--- src/rtl/etapa_mem.sv ---
// MEM pipeline stage: runs loads/stores over a req/ack data-memory port and registers MEM/WB.
// Stalls upstream while an access is outstanding; aborts on misalignment or timeout.
module etapa_mem #(
  parameter int unsigned ESPERA_MAX = 16
) (
  input  logic        clk,
  input  logic        reinicio,
  input  logic        ex_valido,
  input  logic [31:0] ex_pc,
  input  logic [31:0] ex_resultado_alu,
  input  logic [31:0] ex_dato_mem,
  input  logic [4:0]  ex_registro_destino,
  input  logic        ex_lee,
  input  logic        ex_escribe,
  input  logic [1:0]  ex_tamano,
  input  logic        ex_sin_signo,
  output logic        detener,
  output logic        mem_req,
  output logic        mem_escribe,
  output logic [31:0] mem_dir,
  output logic [31:0] mem_dato_escritura,
  output logic [3:0]  mem_mascara,
  input  logic        mem_ack,
  input  logic [31:0] mem_dato_lectura,
  output logic        wb_valido,
  output logic [31:0] wb_pc,
  output logic [31:0] wb_resultado,
  output logic [4:0]  wb_registro_destino,
  output logic        error_alineacion,
  output logic        error_tiempo
);

  typedef enum logic [0:0] {
    LIBRE  = 1'b0,
    ACCESO = 1'b1
  } estado_t;

  typedef struct packed {
    logic [31:0] pc;
    logic [31:0] resultado;
    logic [4:0]  rd;
    logic        err;
  } retiro_t;

  localparam int unsigned CW = (ESPERA_MAX > 1) ? $clog2(ESPERA_MAX) : 1;
  localparam logic [CW-1:0] LIMITE = CW'(ESPERA_MAX - 1);

  estado_t       estado_q;
  logic [CW-1:0] contador_q;

  // Operation latched for the access in flight
  logic          op_lee_q;
  logic [31:0]   op_pc_q;
  logic [31:0]   op_dir_q;
  logic [1:0]    op_tamano_q;
  logic          op_sin_signo_q;
  logic [4:0]    op_rd_q;

  // An immediate retirement that collided with a memory completion waits here one cycle
  logic          pend_valido_q;
  retiro_t       pend_q;

  logic          mem_req_q;
  logic          mem_escribe_q;
  logic [31:0]   mem_dir_q;
  logic [31:0]   mem_dato_escritura_q;
  logic [3:0]    mem_mascara_q;
  logic          wb_valido_q;
  logic [31:0]   wb_pc_q;
  logic [31:0]   wb_resultado_q;
  logic [4:0]    wb_registro_destino_q;
  logic          error_alineacion_q;
  logic          error_tiempo_q;

  logic          ack_ok;
  logic          limite;
  logic          mem_fin;
  logic          aceptar;
  logic          ex_es_mem;
  logic          ex_alineado;
  logic          lanzar;
  logic          inmediato;
  logic          ocupado_wb;
  logic [3:0]    ex_mascara;
  logic [31:0]   ex_dato_esc;
  logic [31:0]   lectura_desplazada;
  logic [31:0]   dato_cargado;
  retiro_t       ret_inm;
  retiro_t       ret_mem;

  always_comb begin
    // NOTE: every combinationally assigned signal gets a default first so no path infers a latch.
    ex_alineado = 1'b1;
    ex_mascara  = 4'b1111;
    ex_dato_esc = ex_dato_mem;
    case (ex_tamano)
      2'b00: begin
        ex_alineado = 1'b1;
        ex_mascara  = 4'b0001 << ex_resultado_alu[1:0];
        ex_dato_esc = {4{ex_dato_mem[7:0]}};
      end
      2'b01: begin
        ex_alineado = ~ex_resultado_alu[0];
        ex_mascara  = 4'b0011 << ex_resultado_alu[1:0];
        ex_dato_esc = {2{ex_dato_mem[15:0]}};
      end
      default: begin
        ex_alineado = (ex_resultado_alu[1:0] == 2'b00);
        ex_mascara  = 4'b1111;
        ex_dato_esc = ex_dato_mem;
      end
    endcase
    // Reads fetch the whole word; lane selection happens on the returned data
    if (ex_lee) begin
      ex_mascara = 4'b1111;
    end
  end

  assign ex_es_mem  = ex_lee | ex_escribe;
  assign ack_ok     = (estado_q == ACCESO) & mem_ack;
  assign limite     = (estado_q == ACCESO) & ~mem_ack & (contador_q == LIMITE);
  assign mem_fin    = ack_ok | limite;
  assign aceptar    = ex_valido & ((estado_q == LIBRE) | ack_ok);
  assign lanzar     = aceptar & ex_es_mem & ex_alineado;
  assign inmediato  = aceptar & ~(ex_es_mem & ex_alineado);
  assign ocupado_wb = mem_fin | pend_valido_q;
  assign detener    = (estado_q == ACCESO) & ~mem_ack;

  assign lectura_desplazada = mem_dato_lectura >> {op_dir_q[1:0], 3'b000};

  always_comb begin
    dato_cargado = lectura_desplazada;
    case (op_tamano_q)
      2'b00: dato_cargado = op_sin_signo_q ? {24'd0, lectura_desplazada[7:0]}
                                           : {{24{lectura_desplazada[7]}}, lectura_desplazada[7:0]};
      2'b01: dato_cargado = op_sin_signo_q ? {16'd0, lectura_desplazada[15:0]}
                                           : {{16{lectura_desplazada[15]}}, lectura_desplazada[15:0]};
      default: dato_cargado = lectura_desplazada;
    endcase
  end

  always_comb begin
    ret_inm.pc        = ex_pc;
    ret_inm.resultado = ex_resultado_alu;
    ret_inm.rd        = ex_es_mem ? 5'd0 : ex_registro_destino;
    ret_inm.err       = ex_es_mem;

    ret_mem.pc        = op_pc_q;
    ret_mem.resultado = (ack_ok & op_lee_q) ? dato_cargado : op_dir_q;
    ret_mem.rd        = (ack_ok & op_lee_q) ? op_rd_q : 5'd0;
    ret_mem.err       = 1'b0;
  end

  // NOTE: state is updated with non-blocking assignments so every register samples pre-edge values.
  always_ff @(posedge clk) begin
    if (reinicio) begin
      estado_q              <= LIBRE;
      contador_q            <= '0;
      op_lee_q              <= 1'b0;
      op_pc_q               <= '0;
      op_dir_q              <= '0;
      op_tamano_q           <= '0;
      op_sin_signo_q        <= 1'b0;
      op_rd_q               <= '0;
      pend_valido_q         <= 1'b0;
      pend_q                <= '0;
      mem_req_q             <= 1'b0;
      mem_escribe_q         <= 1'b0;
      mem_dir_q             <= '0;
      mem_dato_escritura_q  <= '0;
      mem_mascara_q         <= '0;
      wb_valido_q           <= 1'b0;
      wb_pc_q               <= '0;
      wb_resultado_q        <= '0;
      wb_registro_destino_q <= '0;
      error_alineacion_q    <= 1'b0;
      error_tiempo_q        <= 1'b0;
    end else begin
      wb_valido_q        <= 1'b0;
      error_alineacion_q <= 1'b0;
      error_tiempo_q     <= 1'b0;

      // A memory completion and a pending entry never coexist: pending implies LIBRE
      if (mem_fin) begin
        wb_valido_q           <= 1'b1;
        wb_pc_q               <= ret_mem.pc;
        wb_resultado_q        <= ret_mem.resultado;
        wb_registro_destino_q <= ret_mem.rd;
        error_tiempo_q        <= limite;
      end else if (pend_valido_q) begin
        wb_valido_q           <= 1'b1;
        wb_pc_q               <= pend_q.pc;
        wb_resultado_q        <= pend_q.resultado;
        wb_registro_destino_q <= pend_q.rd;
        error_alineacion_q    <= pend_q.err;
      end else if (inmediato) begin
        wb_valido_q           <= 1'b1;
        wb_pc_q               <= ret_inm.pc;
        wb_resultado_q        <= ret_inm.resultado;
        wb_registro_destino_q <= ret_inm.rd;
        error_alineacion_q    <= ret_inm.err;
      end

      pend_valido_q <= inmediato & ocupado_wb;
      if (inmediato & ocupado_wb) begin
        pend_q <= ret_inm;
      end

      if (lanzar) begin
        estado_q             <= ACCESO;
        contador_q           <= '0;
        op_lee_q             <= ex_lee;
        op_pc_q              <= ex_pc;
        op_dir_q             <= ex_resultado_alu;
        op_tamano_q          <= ex_tamano;
        op_sin_signo_q       <= ex_sin_signo;
        op_rd_q              <= ex_registro_destino;
        mem_req_q            <= 1'b1;
        mem_escribe_q        <= ~ex_lee;
        mem_dir_q            <= {ex_resultado_alu[31:2], 2'b00};
        mem_dato_escritura_q <= ex_dato_esc;
        mem_mascara_q        <= ex_mascara;
      end else if (mem_fin) begin
        estado_q  <= LIBRE;
        mem_req_q <= 1'b0;
      end else if (estado_q == ACCESO) begin
        contador_q <= contador_q + 1'b1;
      end
    end
  end

  assign mem_req             = mem_req_q;
  assign mem_escribe         = mem_escribe_q;
  assign mem_dir             = mem_dir_q;
  assign mem_dato_escritura  = mem_dato_escritura_q;
  assign mem_mascara         = mem_mascara_q;
  assign wb_valido           = wb_valido_q;
  assign wb_pc               = wb_pc_q;
  assign wb_resultado        = wb_resultado_q;
  assign wb_registro_destino = wb_registro_destino_q;
  assign error_alineacion    = error_alineacion_q;
  assign error_tiempo        = error_tiempo_q;

endmodule

--- config.mk ---
export PLATFORM = sky130hd
export DESIGN_NAME = etapa_mem
export DESIGN_NICKNAME = d
export VERILOG_FILES = /design/src/rtl/etapa_mem.sv
export SDC_FILE = /design/constraint.sdc
export NUM_CORES = 1
export LEC_CHECK = 0
export CAP_MARGIN = 10
export CORE_ASPECT_RATIO = 0.6
export CORE_UTILIZATION = 43
export DETAILED_ROUTE_END_ITERATION = 8
export HOLD_SLACK_MARGIN = 0.08
export PLACE_DENSITY = 0.8
export RECOVER_POWER = 50
export SLEW_MARGIN = 20
export SYNTH_ARGS = -nofsm -noshare
export SYNTH_HDL_FRONTEND = slang
export SYNTH_SLANG_ARGS = --single-unit
export TNS_END_PERCENT = 20
--- constraint.sdc ---
create_clock -name clk -period 2.55 [get_ports clk]
set_input_delay 0.765 -clock clk [delete_from_list [all_inputs] [get_ports clk]]
set_output_delay 0.765 -clock clk [all_outputs]
set_load 0.02 [all_outputs]
==> impl_metrics.tcl, run 1 <==
set metrics [dict create \
    status "complete, no violations" \
    cp_top_family "buffers and inverters" \
    report.final.slew_viol_count 0 \
    p_comb_share_pct 17.1 \
    cap_violations 0 \
    power.internal_mw 7.597 \
    synth_compound_area_share_pct 23.83 \
    synth_mux_area_share_pct 9.605 \
    switching_share_pct 27.24 \
    dieArea_sq_um 28600 \
    final_area_sq_um 16170 \
    crit_slowest_cell "clkdlybuf4s50_1" \
    path_clk_slew_ns 0.07 \
    area_growth_pct 34.74 \
    skew_ns 0.02213 \
    root_buffer "clkbuf_16" \
    seqPwrFrac_pct 41.6 \
    path_buf_inv 4 \
    grt_util_all_layers_pct 27.67 \
    synth-xor-area-share_pct 0.2920 \
    grt_max_degree 87 \
    placed_area_sq_um 15240 \
    placed_cells 1975 \
    fin_total_pwr_mw 10.44 \
    ir_drop_mv 0.3692 \
    grt_pass1_wl_um 63110 \
    p_clk_share_pct 41.3 \
    gp_congestion 0.9504 \
    port-buffer-count 282 \
    fin_ws_ns 0.06443 \
    yosys-top-cells-area "dfxtp_1 (43%), a21oi_1 (10%), mux2i_1 (7.3%)" \
    initial_core_util_pct 44.64 \
    drc 0 \
    cp_max_fo 29 \
    std_cell_rows 46 \
    boundaryPins 285 \
    cts_tree "done" \
    layout.cells.non_filler 2025 \
    synth_top_flop_cell "dfxtp_1" \
    crit_type "in -> reg" \
    coreArea_sq_um 26880 \
    ys_seq_area_share_pct 43.05 \
    clk_path_buf_depth 3 \
    yosysTopAreaCellShare_pct 43.05 \
    n_fill_cell 2262 \
    setup_viol 0 \
    r2r-start "contador_q[0]" \
    critPathLaunch "ex_tamano[1]" \
    hold_viol 0 \
    ys_seq_elements 258 \
    cpPeakStageDelay_ns 0.58 \
    grt_antenna_before_repair 3 \
    synth.distinct_cells 63 \
    synth_area_per_cell_sq_um 8.419 \
    rsz0062_at_grt "no" \
    yosys_warnings 0 \
    hold_path_class "reg -> reg" \
    drt_first_pass_iters 6 \
    cts.sinks 258 \
    layout_min_cycle_time_ns 2.486 \
    vias 12200 \
    post-dp-hpwl_um 28680 \
    numCtsBuffers 26 \
    netSwitchingPower_mw 2.845 \
    synth_top_cell_by_area "dfxtp_1" \
    grt_pass1_vias 11060 \
    cellPowerDensity_nw_per_um2 645.9 \
    timing.fmax_ghz 0.4023 \
    worst_ep_required_time_ns 3.00 \
    p_leak_nw 5.539 \
    post-route-period-util_pct 97.47 \
    end_kind "flip-flop" \
    wl_per_cell_um 20.58 \
    grt-ovfl-total 0 \
    critPathArrivalTime_ns 2.94 \
    viasPerCell 6.024 \
    drt-total-wl_um 41680 \
    syn_inst 1425 \
    synth_top_family_by_area "compound AO/OA/AOI/OAI gates" \
    crit_path_start_kind "primary input" \
    cts_max_level 1 \
    syn-cell-area_sq_um 12000 \
    synth_edf_count 0 \
    worstPathCellList "clkdlybuf4s50_1 -> buf_4 -> o21ai_0 -> nand4_1 -> clkbuf_1 -> buf_12 -> nand2_1 -> a21oi_1" \
    layout.nets 1786 \
    layout-drive-gt1-share_pct 9.441 \
    chipWidth_um 217.6 \
    ant_nets 0 \
    tns_ns 0 \
    slew_headroom_pct 25.44 \
    yosys.area_share.adder_pct 0.1043 \
    hold_start "mem_dato_escritura[26]" \
    dieHeight_um 131.4 \
    postCtsSetupBuffers 0 \
    dp_slack_ns -0.3202 \
    clk_latency_ns 0.55 \
    synth-simple-area-share_pct 15.37 \
    synthArstFlopShare_pct 0 \
    worst_pin_slew_ns 1.106 \
    dr.first_iter.drc_count 1793 \
]
[per-stage QoR]
step,hold slack (ns),util (%)
finish,0.4541,60.14
global route,0.4753,60.14
CTS,0.4558,60.29
detailed placement,0.4465,56.71
global placement,0.4413,56.69
floorplan,0.4366,-
[registers in the layout, indices dropped and copies added, names as in the netlist, 2 cells and up]
signal / flops
mem_mascara: 4
wb_registro_destino: 5
op_rd_q: 5
op_tamano_q: 2
wb_pc: 32
wb_resultado: 32
mem_dato_escritura: 32
op_pc_q: 32
contador_q: 4
pend_q: 70
op_dir_q: 32
[tightest hold or removal path, stage by stage, from the launching register on]
cell	delay [ns]
dfxtp_1	0.31
nand2_1	0.05
a21oi_1	0.05
[final cells by class]
cell class	count	area, sq um	area share [%]
clock buffer	32	744.5	4.605
clock inverter	16	217.7	1.347
inverter	14	52.55	0.3251
tap	360	450.4	2.786
timing repair buffer	359	3581	22.15
antenna	2	5.005	0.03096
sequential	258	5170	31.98
multi-input combinational	984	5944	36.77
[synth_stat cells, types with 13 or more instances]
cell type	number
dfxtp_1	258
a21oi_1	249
nand2_1	205
o21ai_0	94
clkbuf_1	92
mux2i_1	87
nand3_1	68
nor2_1	38
buf_4	35
o2bb2ai_1	32
buf_2	28
a32o_1	24
nor4_1	23
nor3_1	17
or4_1	16
mux2_2	13
[placed cells by master (no fill, tap or decap), types with 8 or more instances in the layout]
cell and instances:
or4_1 16, mux2_2 13, o21ai_0 94, nor3b_1 8
o32ai_1 8, a311oi_1 12, nand2_1 205, buf_4 51
clkdlybuf4s50_1 237, dfxtp_1 256, mux2i_1 87, a211oi_1 12
a32o_1 24, clkbuf_16 27, nand3_1 68, a21oi_1 249
inv_1 11, nor3_1 16, buf_12 17, dlygate4sd3_1 43
nor4_1 23, nor2_1 37, o2bb2ai_1 32
[kinds of logic (layout without fill, tap and decap cells)]
family                   count (synthesis)  after routing
AO/OA/AOI/OAI                          471            471
AND/OR/NAND/NOR                        400            400
flip-flops                             258            258
buffers and inverters                  184            421
multiplexers                           106            106
XOR/XNOR                                 4              4
adder cells (fa/ha/maj)                  1              1
other                                    1              4
[power by group through the flow]
stage                     registers, mW  clock network (mW)  logic [mW]
after global routing               4.37                4.50        1.89
after global placement             4.43                   0        1.75
after floorplan                    4.55                   0       0.763
after CTS                          4.35                4.35        1.78
after detailed placement           4.43                   0        1.77
final                              4.35                4.31        1.78
[per-layer routing]
| metal | vias up | global-route usage [%] | part of all wire (%) |
|---|---|---|---|
| li1 | 5570 | - | - |
| met1 | 5811 | 41.26 | 45 |
| met2 | 762 | 40.61 | 43 |
| met3 | 56 | 5.694 | 11 |
| met4 | 0 | 5.673 | 1.7 |
| met5 | - | 0 | 0 |
[final timing paths]
| check | endpoint | slack, ns | depth (start not counted) |
|---|---|---|---|
| min reg2reg | mem_dato_escritura[26] | 0.45 | 2 |
| min | mem_dato_escritura[26] | 0.45 | 2 |
| max reg2reg | wb_resultado[2] | 0.31 | 6 |
| max | op_pc_q[10] | 0.06 | 8 |
[timing repair]
action / CTS / global route
endpoints found under the setup margin: 1 / 1
hold endpoints to repair: 0 / 0
gates resized for setup: 3 / 1
hold buffers: 0 / 0
(Power assumes the default switching activity.)
==> run 2: changes to the inputs <==
--- a/config.mk
+++ b/config.mk
@@ -6,7 +6,7 @@
 export NUM_CORES = 1
 export LEC_CHECK = 0
 export CAP_MARGIN = 10
-export CORE_ASPECT_RATIO = 0.6
+export CORE_ASPECT_RATIO = 0.9
 export CORE_UTILIZATION = 43
 export DETAILED_ROUTE_END_ITERATION = 8
 export HOLD_SLACK_MARGIN = 0.08
==> impl_metrics.tcl, run 2 (synthesis results as in run 1) <==
set metrics [dict create \
    tns_ns 0 \
    drt_first_pass_iters 6 \
    p_leak_nw 5.416 \
    viasPerCell 5.887 \
    grt_pass1_wl_um 62860 \
    fin_util_pct 59.14 \
    p_comb_share_pct 17.1 \
    numCtsBuffers 27 \
    crit_type "in -> reg" \
    status "complete, no violations" \
    drc 0 \
    slew_headroom_pct 32.37 \
    cts.sinks 258 \
    dieArea_sq_um 28570 \
    drt-total-wl_um 40140 \
    gp_congestion 0.9064 \
    n_fill_cell 2307 \
    setup_viol 0 \
    multi_input_area_sq_um 5956 \
    crit_slowest_cell "clkdlybuf4s50_1" \
    post-dp-hpwl_um 27350 \
    switching_share_pct 26.73 \
    dieHeight_um 160.5 \
    worstReg2RegEnd "wb_resultado[13]" \
    vias 11880 \
    postCtsSetupBuffers 0 \
    dr.first_iter.drc_count 1288 \
    grt_pass1_vias 11490 \
    reg2regPathDepth 6 \
    wl_per_cell_um 19.89 \
    layout_min_cycle_time_ns 2.430 \
    grt_antenna_before_repair 3 \
    final_area_sq_um 16070 \
    cap_violations 0 \
    area_growth_pct 33.95 \
    layout.nets 1786 \
    grt-ovfl-total 0 \
    initial_core_util_pct 44.15 \
    hold_viol 0 \
    coreArea_sq_um 27170 \
    path_clk_slew_ns 0.06 \
    timing.fmax_ghz 0.4114 \
    grt_max_degree 63 \
    final_cell_mix "clkdlybuf4s50_1 (274), dfxtp_1 (257), a21oi_1 (249)" \
    hold_path_class "reg -> reg" \
    worstPathCellList "clkdlybuf4s50_1 -> and2_4 -> o311a_4 -> nor3_4 -> clkbuf_4 -> a22o_1" \
    r2r-start "mem_req" \
    root_buffer "clkbuf_16" \
    worst_pin_slew_ns 1.008 \
    p_clk_share_pct 40.1 \
    fin_total_pwr_mw 10.18 \
    end_kind "flip-flop" \
    holdWs_ns 0.4554 \
    skew_ns 0.009494 \
    rsz0062_at_grt "no" \
    placed_cells 1968 \
    std_cell_rows 57 \
    ant_nets 0 \
    seq_area_sq_um 5169 \
    critPathLaunch "ex_resultado_alu[1]" \
    dp_slack_ns -0.3017 \
    clk_path_buf_depth 3 \
    post-route-period-util_pct 95.31 \
    cts_max_level 1 \
    chipWidth_um 178.1 \
    fin_ws_ns 0.1195 \
    cp_max_fo 37 \
    clk_latency_ns 0.53 \
    layout.cells.non_filler 2018 \
    crit_path_start_kind "primary input" \
    crit_path_end "wb_registro_destino[2]" \
    ir_drop_mv 0.4339 \
    cpPeakStageDelay_ns 0.52 \
    layout-drive-gt1-share_pct 9.687 \
    largest_reg_flops 70 \
    grt_util_all_layers_pct 27.45 \
    power.internal_mw 7.462 \
    worst_ep_required_time_ns 3.02 \
    critPathArrivalTime_ns 2.90 \
    hold_buffers 0 \
    largest_register "pend_q" \
    seqPwrFrac_pct 42.7 \
    final_common_cell "clkdlybuf4s50_1" \
    placed_area_sq_um 15200 \
    boundaryPins 285 \
    cellPowerDensity_nw_per_um2 633.7 \
    port-buffer-count 282 \
    netSwitchingPower_mw 2.722 \
    cts_tree "done" \
    report.final.slew_viol_count 0 \
    regToRegSetupSlack_ns 0.23 \
]
-- run 2: cell count changes in the layout (fill, tap and decap cells not counted), sizes merged, moves of 2 or more --
cell           delta
buf               +3
bufinv            -2
clkdlybuf4s50    +37
clkinvlp          -2
dlygate4sd3      -37
inv               -2
-- run 2: timing repair --
| item | 4_1_cts | 5_1_grt |
|---|---|---|
| hold endpoints to repair | 0 | 0 |
| resized for setup | 2 | 1 |
| pin swaps | 0 | 0 |
| endpoints found under the setup margin | 1 | 1 |
-- run 2: worst max-delay path: cells and delay by family --
family / cells / cell delay (ns)
AO/OA/AOI/OAI: 2 / 0.62
AND/OR/NAND/NOR: 2 / 0.45
buffers and inverters: 2 / 1.04
-- run 2: routing by layer --
metal / GRT usage (%) / share of wire (%)
met5: 0 / 0.025
met4: 10.14 / 3.5
met3: 5.563 / 9.6
met2: 43.42 / 46
met1: 36.76 / 41
-- run 2: power groups by stage --
| stage | clock network (mW) | logic, mW | registers [mW] |
|---|---|---|---|
| CTS | 4.15 | 1.75 | 4.35 |
| floorplan | 0 | 0.763 | 4.55 |
| global placement | 0 | 1.71 | 4.43 |
| detailed placement | 0 | 1.74 | 4.44 |
| global route | 4.31 | 1.87 | 4.37 |
| finish | 4.09 | 1.75 | 4.35 |
-- run 2: layout make-up --
type | instances | share of cell area (%)
Multi-Input combinational cell | 984 | 37.06
Antenna cell | 2 | 0.03114
Clock buffer | 37 | 4.936
Tap cell | 354 | 2.756
Clock inverter | 11 | 0.8097
Timing Repair Buffer | 358 | 21.92
Sequential cell | 258 | 32.16
Inverter | 14 | 0.3270
-- run 2: worst min path at each step --
stage                           from                     to  cells past startpoint  slack, ns
5_1_grt        mem_dato_escritura[2]  mem_dato_escritura[2]                      2       0.47
2_1_floorplan             op_rd_q[0]             op_rd_q[0]                      2       0.44
3_3_place_gp             op_pc_q[28]            op_pc_q[28]                      2       0.44
4_1_cts                   op_pc_q[0]             op_pc_q[0]                      2       0.46
6_report                 op_pc_q[13]            op_pc_q[13]                      2       0.46
3_5_place_dp               wb_pc[11]              wb_pc[11]                      1       0.45
==> run 3: changes to the inputs <==
--- a/config.mk
+++ b/config.mk
@@ -12,6 +12,7 @@
 export HOLD_SLACK_MARGIN = 0.08
 export PLACE_DENSITY = 0.8
 export RECOVER_POWER = 50
+export SKIP_CTS_REPAIR_TIMING = 1
 export SLEW_MARGIN = 20
 export SYNTH_ARGS = -nofsm -noshare
 export SYNTH_HDL_FRONTEND = slang
==> impl_metrics.tcl, run 3 (synthesis results as in run 1) <==
set metrics [dict create \
    status "complete, no violations" \
    worst_pin_slew_ns 0.9849 \
    ant_nets 0 \
    grt_util_all_layers_pct 27.45 \
    placed_area_sq_um 15200 \
    report.final.slew_viol_count 0 \
    boundaryPins 285 \
    clk_latency_ns 0.53 \
    initial_core_util_pct 44.15 \
    drt_first_pass_iters 5 \
    cap_violations 0 \
    dp_slack_ns -0.3017 \
    worst_ep_required_time_ns 1.79 \
    drc 0 \
    drt-total-wl_um 40250 \
    ir_drop_mv 0.4340 \
    grt_max_degree 63 \
    tns_ns 0 \
    skew_ns 0.01121 \
    cts_max_level 1 \
    final_area_sq_um 16080 \
    n_fill_cell 2306 \
    area_growth_pct 34.06 \
    post-route-period-util_pct 96.62 \
    fin_util_pct 59.19 \
    dr.first_iter.drc_count 1321 \
    seqPwrFrac_pct 42.7 \
    netSwitchingPower_mw 2.726 \
    hold_path_class "reg -> reg" \
    cellPowerDensity_nw_per_um2 633.5 \
    placed_cells 1968 \
    p_comb_share_pct 17.2 \
    viasPerCell 5.881 \
    cp_max_fo 2 \
    crit_type "in -> out" \
    chipWidth_um 178.1 \
    setup_viol 0 \
    power.internal_mw 7.464 \
    dieHeight_um 160.5 \
    layout-drive-gt1-share_pct 9.507 \
    grt-ovfl-total 0 \
    grt_pass1_wl_um 62860 \
    cts.sinks 258 \
    largest_reg_flops 70 \
    rsz0062_at_grt "no" \
    layout.nets 1786 \
    crit_path_start_kind "primary input" \
    numCtsBuffers 27 \
    dieArea_sq_um 28570 \
    timing.fmax_ghz 0.4059 \
    cts_tree "done" \
    final_cell_mix "clkdlybuf4s50_1 (274), dfxtp_1 (257), a21oi_1 (249)" \
    vias 11870 \
    grt_antenna_before_repair 3 \
    root_buffer "clkbuf_16" \
    post-dp-hpwl_um 27350 \
    path_clk_slew_ns 0.06 \
    layout_min_cycle_time_ns 2.464 \
    final_common_cell "clkdlybuf4s50_1" \
    fin_ws_ns 0.08627 \
    coreArea_sq_um 27170 \
    layout.cells.non_filler 2018 \
    largest_register "pend_q" \
    p_clk_share_pct 40.1 \
    p_leak_nw 5.430 \
    std_cell_rows 57 \
    slew_headroom_pct 33.95 \
    port-buffer-count 282 \
    gp_congestion 0.9064 \
    switching_share_pct 26.75 \
    holdWs_ns 0.4546 \
    grt_pass1_vias 11490 \
    critPathArrivalTime_ns 1.70 \
    wl_per_cell_um 19.95 \
    fin_total_pwr_mw 10.19 \
    hold_viol 0 \
    clk_path_buf_depth 3 \
    end_kind "primary output" \
]
run 3: cell types whose count changed in the layout (fill, tap and decap cells not counted), sizes merged:
cell and delta:
buf -1, dlymetal6s2s +1
run 3: area by class of cell:
class / count / area (sq um) / area share [%]
Antenna cell: 2 / 5.005 / 0.03112
Clock buffer: 37 / 793.3 / 4.932
Clock inverter: 11 / 130.1 / 0.8090
Inverter: 14 / 52.55 / 0.3267
Multi-Input combinational cell: 984 / 5953 / 37.01
Sequential cell: 258 / 5169 / 32.14
Tap cell: 354 / 442.9 / 2.754
Timing Repair Buffer: 358 / 3538 / 22.00
run 3: worst paths after layout:
kind / from / to / slack, ns / depth (start not counted)
worst max register to register: mem_req / wb_resultado[9] / 0.18 / 7
worst max-delay path: mem_ack / detener / 0.09 / 4
worst min register to register: mem_dato_escritura[1] / mem_dato_escritura[1] / 0.45 / 2
worst min-delay path: mem_dato_escritura[1] / mem_dato_escritura[1] / 0.45 / 2
run 3: worst max-delay path, cell delays in order:
cell and delay [ns]:
clkdlybuf4s50_1 0.43, nand2b_1 0.17, inv_1 0.08, dlymetal6s2s_1 0.25
run 3: per-layer routing:
| layer | wire length (um) | global-route usage (%) | up-vias |
|---|---|---|---|
| li1 | - | - | 5547 |
| met5 | 10 | 0 | - |
| met3 | 3708 | 5.563 | 109 |
| met1 | 16750 | 36.76 | 5604 |
| met4 | 1371 | 10.14 | 2 |
| met2 | 18410 | 43.42 | 605 |
run 3: power by group through the flow:
stage	combinational, mW	sequential [mW]	clock (mW)
2_1_floorplan	0.763	4.55	0
3_5_place_dp	1.74	4.44	0
4_1_cts	1.75	4.35	4.15
5_1_grt	1.87	4.37	4.31
6_report	1.75	4.35	4.09
3_3_place_gp	1.71	4.43	0
